<file path="src/rtl/noc_vc_merge_rr.sv">
// noc_vc_merge_rr: round-robin wormhole merge of CHANNELS VC flit streams into one FIFO-buffered output link.
// Ports:
//   noc_clk, noc_rst_n (async active-low), i_clear (sync flush)
//   i_valid/i_flit/i_tail/o_ready : per-VC input handshake, flit of VC i at [i*FLIT_WIDTH +: FLIT_WIDTH]
//   o_valid/o_flit/o_vc_id/o_tail/i_ready : registered output handshake tagged with source VC
//   o_almost_full (count >= THRESHOLD), o_count (FIFO occupancy)
//   o_lock_timeout : sticky lock-stall watchdog flag, present only with NOC_VC_MERGE_TIMEOUT_EN defined
module noc_vc_merge_rr #(
  parameter int CHANNELS       = 4,
  parameter int FLIT_WIDTH     = 32,
  parameter int DEPTH          = 4,
  parameter int THRESHOLD      = DEPTH - 2,
  parameter int TIMEOUT_CYCLES = 256
) (
  input  logic                             noc_clk,
  input  logic                             noc_rst_n,
  input  logic                             i_clear,
  input  logic [CHANNELS-1:0]              i_valid,
  input  logic [CHANNELS*FLIT_WIDTH-1:0]   i_flit,
  input  logic [CHANNELS-1:0]              i_tail,
  output logic [CHANNELS-1:0]              o_ready,
  output logic                             o_valid,
  output logic [FLIT_WIDTH-1:0]            o_flit,
  output logic [$clog2(CHANNELS)-1:0]      o_vc_id,
  output logic                             o_tail,
  input  logic                             i_ready,
  output logic                             o_almost_full,
  output logic [$clog2(DEPTH+1)-1:0]       o_count,
  output logic                             o_lock_timeout
);
  localparam int VW = $clog2(CHANNELS);
  localparam int CW = $clog2(DEPTH + 1);
  localparam int PW = $clog2(DEPTH);
  localparam int EW = VW + 1 + FLIT_WIDTH;
  typedef enum logic {IDLE, LOCKED} state_t;
  state_t state, state_n;
  logic [VW-1:0] ptr, ptr_n, lock_vc, lock_n, g, sel;
  logic [CW-1:0] count, count_n;
  logic [PW-1:0] wr_ptr, wr_ptr_n, rd_ptr, rd_ptr_n;
  logic [EW-1:0] mem [DEPTH];
  logic [EW-1:0] wdata, head, out_q, out_n;
  logic any, full, acc, rd;
  function automatic logic [VW-1:0] vc_inc(logic [VW-1:0] v);
    return (int'(v) == CHANNELS - 1) ? '0 : v + 1'b1;
  endfunction
  function automatic logic [PW-1:0] p_inc(logic [PW-1:0] p);
    return (int'(p) == DEPTH - 1) ? '0 : p + 1'b1;
  endfunction
  // Scan downward so the valid channel closest to the pointer wins last.
  always_comb begin
    g = ptr;
    any = 1'b0;
    for (int j = CHANNELS - 1; j >= 0; j--) begin
      int idx;
      idx = int'(ptr) + j;
      if (idx >= CHANNELS) idx -= CHANNELS;
      if (i_valid[idx]) begin
        g = VW'(idx);
        any = 1'b1;
      end
    end
  end
  assign full = count == CW'(DEPTH);
  assign sel = (state == LOCKED) ? lock_vc : g;
  always_comb begin
    o_ready = '0;
    if ((state == LOCKED || any) && !full) o_ready[sel] = 1'b1;
  end
  assign acc = |(i_valid & o_ready);
  assign rd = o_valid & i_ready;
  assign wdata = {sel, i_tail[sel], i_flit[int'(sel)*FLIT_WIDTH +: FLIT_WIDTH]};
  always_comb begin
    state_n = acc ? (i_tail[sel] ? IDLE : LOCKED) : state;
    lock_n = acc ? sel : lock_vc;
    ptr_n = (acc && i_tail[sel]) ? vc_inc(sel) : ptr;
    rd_ptr_n = rd ? p_inc(rd_ptr) : rd_ptr;
    wr_ptr_n = acc ? p_inc(wr_ptr) : wr_ptr;
    count_n = count + CW'(acc) - CW'(rd);
    // When the FIFO drains to empty this cycle, the incoming flit becomes the new head directly.
    head = (count == CW'(rd)) ? wdata : mem[rd_ptr_n];
    out_n = (count_n != '0) ? head : out_q;
    if (i_clear) begin
      state_n = IDLE;
      lock_n = '0;
      ptr_n = '0;
      rd_ptr_n = '0;
      wr_ptr_n = '0;
      count_n = '0;
      out_n = '0;
    end
  end
  always_ff @(posedge noc_clk or negedge noc_rst_n) begin
    if (!noc_rst_n) begin
      state <= IDLE;
      lock_vc <= '0;
      ptr <= '0;
      rd_ptr <= '0;
      wr_ptr <= '0;
      count <= '0;
      out_q <= '0;
    end else begin
      state <= state_n;
      lock_vc <= lock_n;
      ptr <= ptr_n;
      rd_ptr <= rd_ptr_n;
      wr_ptr <= wr_ptr_n;
      count <= count_n;
      out_q <= out_n;
    end
  end
  always_ff @(posedge noc_clk) begin
    if (acc) mem[wr_ptr] <= wdata;
  end
  assign {o_vc_id, o_tail, o_flit} = out_q;
  assign o_valid = count != '0;
  assign o_count = count;
  assign o_almost_full = count >= CW'(THRESHOLD);
`ifdef NOC_VC_MERGE_TIMEOUT_EN
  localparam int TW = $clog2(TIMEOUT_CYCLES + 1);
  logic [TW-1:0] wd_cnt;
  logic wd_flag, stall;
  assign stall = state == LOCKED && !i_valid[lock_vc];
  always_ff @(posedge noc_clk or negedge noc_rst_n) begin
    if (!noc_rst_n) begin
      wd_cnt <= '0;
      wd_flag <= 1'b0;
    end else if (i_clear) begin
      wd_cnt <= '0;
      wd_flag <= 1'b0;
    end else begin
      wd_cnt <= (state != LOCKED || acc) ? '0 : (stall && wd_cnt != TW'(TIMEOUT_CYCLES)) ? wd_cnt + 1'b1 : wd_cnt;
      if (stall && wd_cnt == TW'(TIMEOUT_CYCLES - 1)) wd_flag <= 1'b1;
    end
  end
  assign o_lock_timeout = wd_flag;
`else
  assign o_lock_timeout = 1'b0;
`endif
endmodule

</file>
<file path="config.mk">
export PLATFORM = sky130hd
export DESIGN_NAME = noc_vc_merge_rr
export DESIGN_NICKNAME = d
export VERILOG_FILES = /design/src/rtl/noc_vc_merge_rr.sv
export SDC_FILE = /design/constraint.sdc
export NUM_CORES = 1
export LEC_CHECK = 0
export CAP_MARGIN = 25
export CORE_MARGIN = 4
export CORE_UTILIZATION = 51
export CTS_CLUSTER_DIAMETER = 200
export DETAILED_ROUTE_END_ITERATION = 7
export HOLD_SLACK_MARGIN = 0.1
export PLACE_DENSITY_LB_ADDON = 0.25
export REMOVE_ABC_BUFFERS = 1
export SLEW_MARGIN = 20
export SYNTH_ARGS = -nofsm -noshare
export SYNTH_HDL_FRONTEND = slang
export SYNTH_SLANG_ARGS = --single-unit
</file>
<file path="constraint.sdc">
create_clock -name noc_clk -period 6 [get_ports noc_clk]
set_input_delay 0.9 -clock noc_clk [delete_from_list [all_inputs] [get_ports noc_clk]]
set_output_delay 0.9 -clock noc_clk [all_outputs]
set_load 0.03 [all_outputs]
</file>
==> results.toml <==
[setup_path]
cp-start-kind = "input port"
arrival_ns = 5.69
worst-setup-path-type = "input port to flop"
critPathCaptureType = "flop"
worstPathRequired_ns = 6.36
worstPathMaxFanout = 33

[placed_design]
hpwlAfterDp_mm = 12.63
place_area_um2 = 10790
port_buffers = 183
dp.cells = 978
pre_cts_ws_ns = 0.2818
place.gp.congestion = 0.8610

[layout]
nets = 928
drive_gt1_frac = 0.1163
antenna_cells = 0
area_growth_pct = 30.14
nFillCells = 1115
fin_cells = 1011
regArea_um2 = 5380
layout_common_cells = "clkdlybuf4s50_1, edfxtp_1, mux2i_1, dfrtp_1, nor2_1"
multiInputGateArea_um2 = 3179
fin_area_um2 = 11400
final_common_cell = "clkdlybuf4s50_1"
fin_util = 0.6828

[drt]
drc = 0
via_per_inst = 5.786
ant_nets = 0
dr.first_iter.drc_count = 363
drt_pass1_iterations = 5
wl_per_cell_um = 19.39
vias = 5850
drt_wl_total_mm = 19.60

[logic_synthesis]
syn_inst = 607
yosys.area_share.simple = 0.04984
synth_edf_count = 140
yosysUniqueCellTypes = 45
synth_xor_area_frac = 0.0009996
synth_top_cell_by_area = "edfxtp_1"
synth_fa_ha_area_frac = 0.01514
yosys.area.top_type_share = 0.4798
synth_top_family_by_area = "multiplexers"
ys_ff_latch = 187
syn_area_per_cell_um2 = 14.44
syn_area_um2 = 8762
muxShareOfSynthArea = 0.2051
yosysWarnings = 0
ys.flop_type = "edfxtp_1"
synthArstFlopShare = 0.2513
synth_area_leaders = "edfxtp_1, mux2i_1, dfrtp_1"
synth-seq-area-share = 0.6140
synth_compound_area_frac = 0.08753

[die]
core_area_um2 = 16700
initial_core_util = 0.5246
die_w_um = 139.1
io-pin-count = 185
std_cell_rows = 47
die_area_um2 = 19340
die_h_um = 139.1

[grt]
global_route.usage.met2 = 0.3508
grt.busiest_layer = "met2"
grt_max_degree = 55
grtUsageMet3 = 0.04241
antenna_found_initial = 0
grt_pass1_wl_mm = 31.08
grtUsageMet1 = 0.2507
grt_use_total = 0.2015
grt-ovfl-total = 0
grt_pass1_vias = 6021

[clocking]
cts.htree.levels = 4
clockBufferDepth = 2
cts_resized = 0
ctsHoldBuffers = 0
insertion_delay_ns = 0.43
numCtsBuffers = 17
cts_root_buf = "clkbuf_16"
clk_pin_slew_ns = 0.07
clock-sinks = 187
cts_setup_buffers = 0
cts_tree = "done"

[sta]
rsz0062_at_grt = "no"
fin_skew_ns = 0.006646
finalCriticalPeriod_ns = 5.328
worstMarginPinSlew_ns = 1.021
fmax_mhz = 187.7
slew_viol_final = 0
hold_viol = 0
max_slew_margin = 0.3191
fin_crit_sh = 0.8880
fin_ws_ns = 0.6721
setup_viol = 0

[min_path]
hold_path_class = "flop to flop"

[power]
p_total_mw = 5.743
powerDensity_nw_per_um2 = 503.6
p_leak_nw = 4.213
ir_worst_vdd_mv = 0.3161

[run]
drv_cap = 0

[outcome]
status = "completed"
## synth_stat cells (3+ instances only)
library cell / number
mux2i_1: 139
nand3_1: 3
clkbuf_1: 20
nand2b_1: 3
edfxtp_1: 140
and2_1: 6
or3_1: 5
o21ai_1: 4
a211oi_1: 38
inv_1: 11
ha_1: 9
mux2_2: 34
dfrtp_1: 47
a21oi_1: 5
nor2b_1: 6
nor2_1: 42
buf_2: 18
nor3_1: 5
a221o_1: 33
buf_4: 3
nand2_1: 6
## path summary, 6_finish.rpt
kind                       startpoint    endpoint  slack [ns]  cells past startpoint
max reg2reg                    ptr[1]   out_q[29]        1.21                     18
min reg2reg                 out_q[34]   out_q[34]        0.49                      2
max                        i_valid[3]   out_q[29]        0.67                     19
min                         out_q[34]   out_q[34]        0.49                      2
max in group asynchronous   noc_rst_n  o_count[2]        4.96                      2
min in group asynchronous   noc_rst_n    out_q[1]        0.59                      2
## power by group
part	leakage, nW	internal (mW)	switching [mW]
Sequential	1.90	1.97	0.159
Clock	0.279	0.654	0.476
Combinational	2.04	1.01	1.47
Total	4.21	3.64	2.10
## metal layers
layer,wire length (um),vias up
met2,9920,251
met1,8049,2866
met4,397,0
met5,0,-
li1,-,2698
met3,1233,35
## per-stage QoR
stage                     setup TNS, ns  hold WS [ns]
after floorplan                  -76.56        0.5439
after global placement                0        0.4749
after global routing                  0        0.5309
after CTS                             0        0.4959
final                                 0        0.4872
after detailed placement              0        0.4806
## layout make-up
class                           count  area share
Timing Repair Buffer              195      0.1692
Inverter                           11    0.003621
Clock inverter                     15     0.01514
Multi-Input combinational cell    366      0.2788
Sequential cell                   187      0.4718
Clock buffer                       17     0.03731
Tap cell                          220     0.02414
## flip-flops by register name (all words and copies together), names as in the netlist
signal and count:
lock_vc 2, mem 140, o_count 3, out_q 35
ptr 2, rd_ptr 2, state 1, wr_ptr 2
## critical path, cell delays in order
cell and delay (ns):
clkdlybuf4s50_1 0.64, nor3_2 0.09, a2111oi_2 0.45, or3_1 0.18
ha_1 0.15, nand3_1 0.12, o41a_1 0.20, nand2_1 0.21
inv_1 0.08, ha_1 0.30, inv_1 0.06, ha_1 0.13
inv_1 0.05, fa_1 0.41, xnor2_1 0.15, and3_2 0.23
or3_2 0.79, a211oi_1 0.36, a221o_1 0.17
## kinds of logic (layout without fill, tap and decap cells)
family	Yosys count	count (layout)
AOI/OAI and AO/OA	91	91
xor gates and xnor gates	1	1
adders and majority gates	10	10
buffers and inverters	54	238
DFF	187	187
muxes	175	175
other	1	1
and+or+nand+nor	88	88
Power figures use the tool's default switching activity.
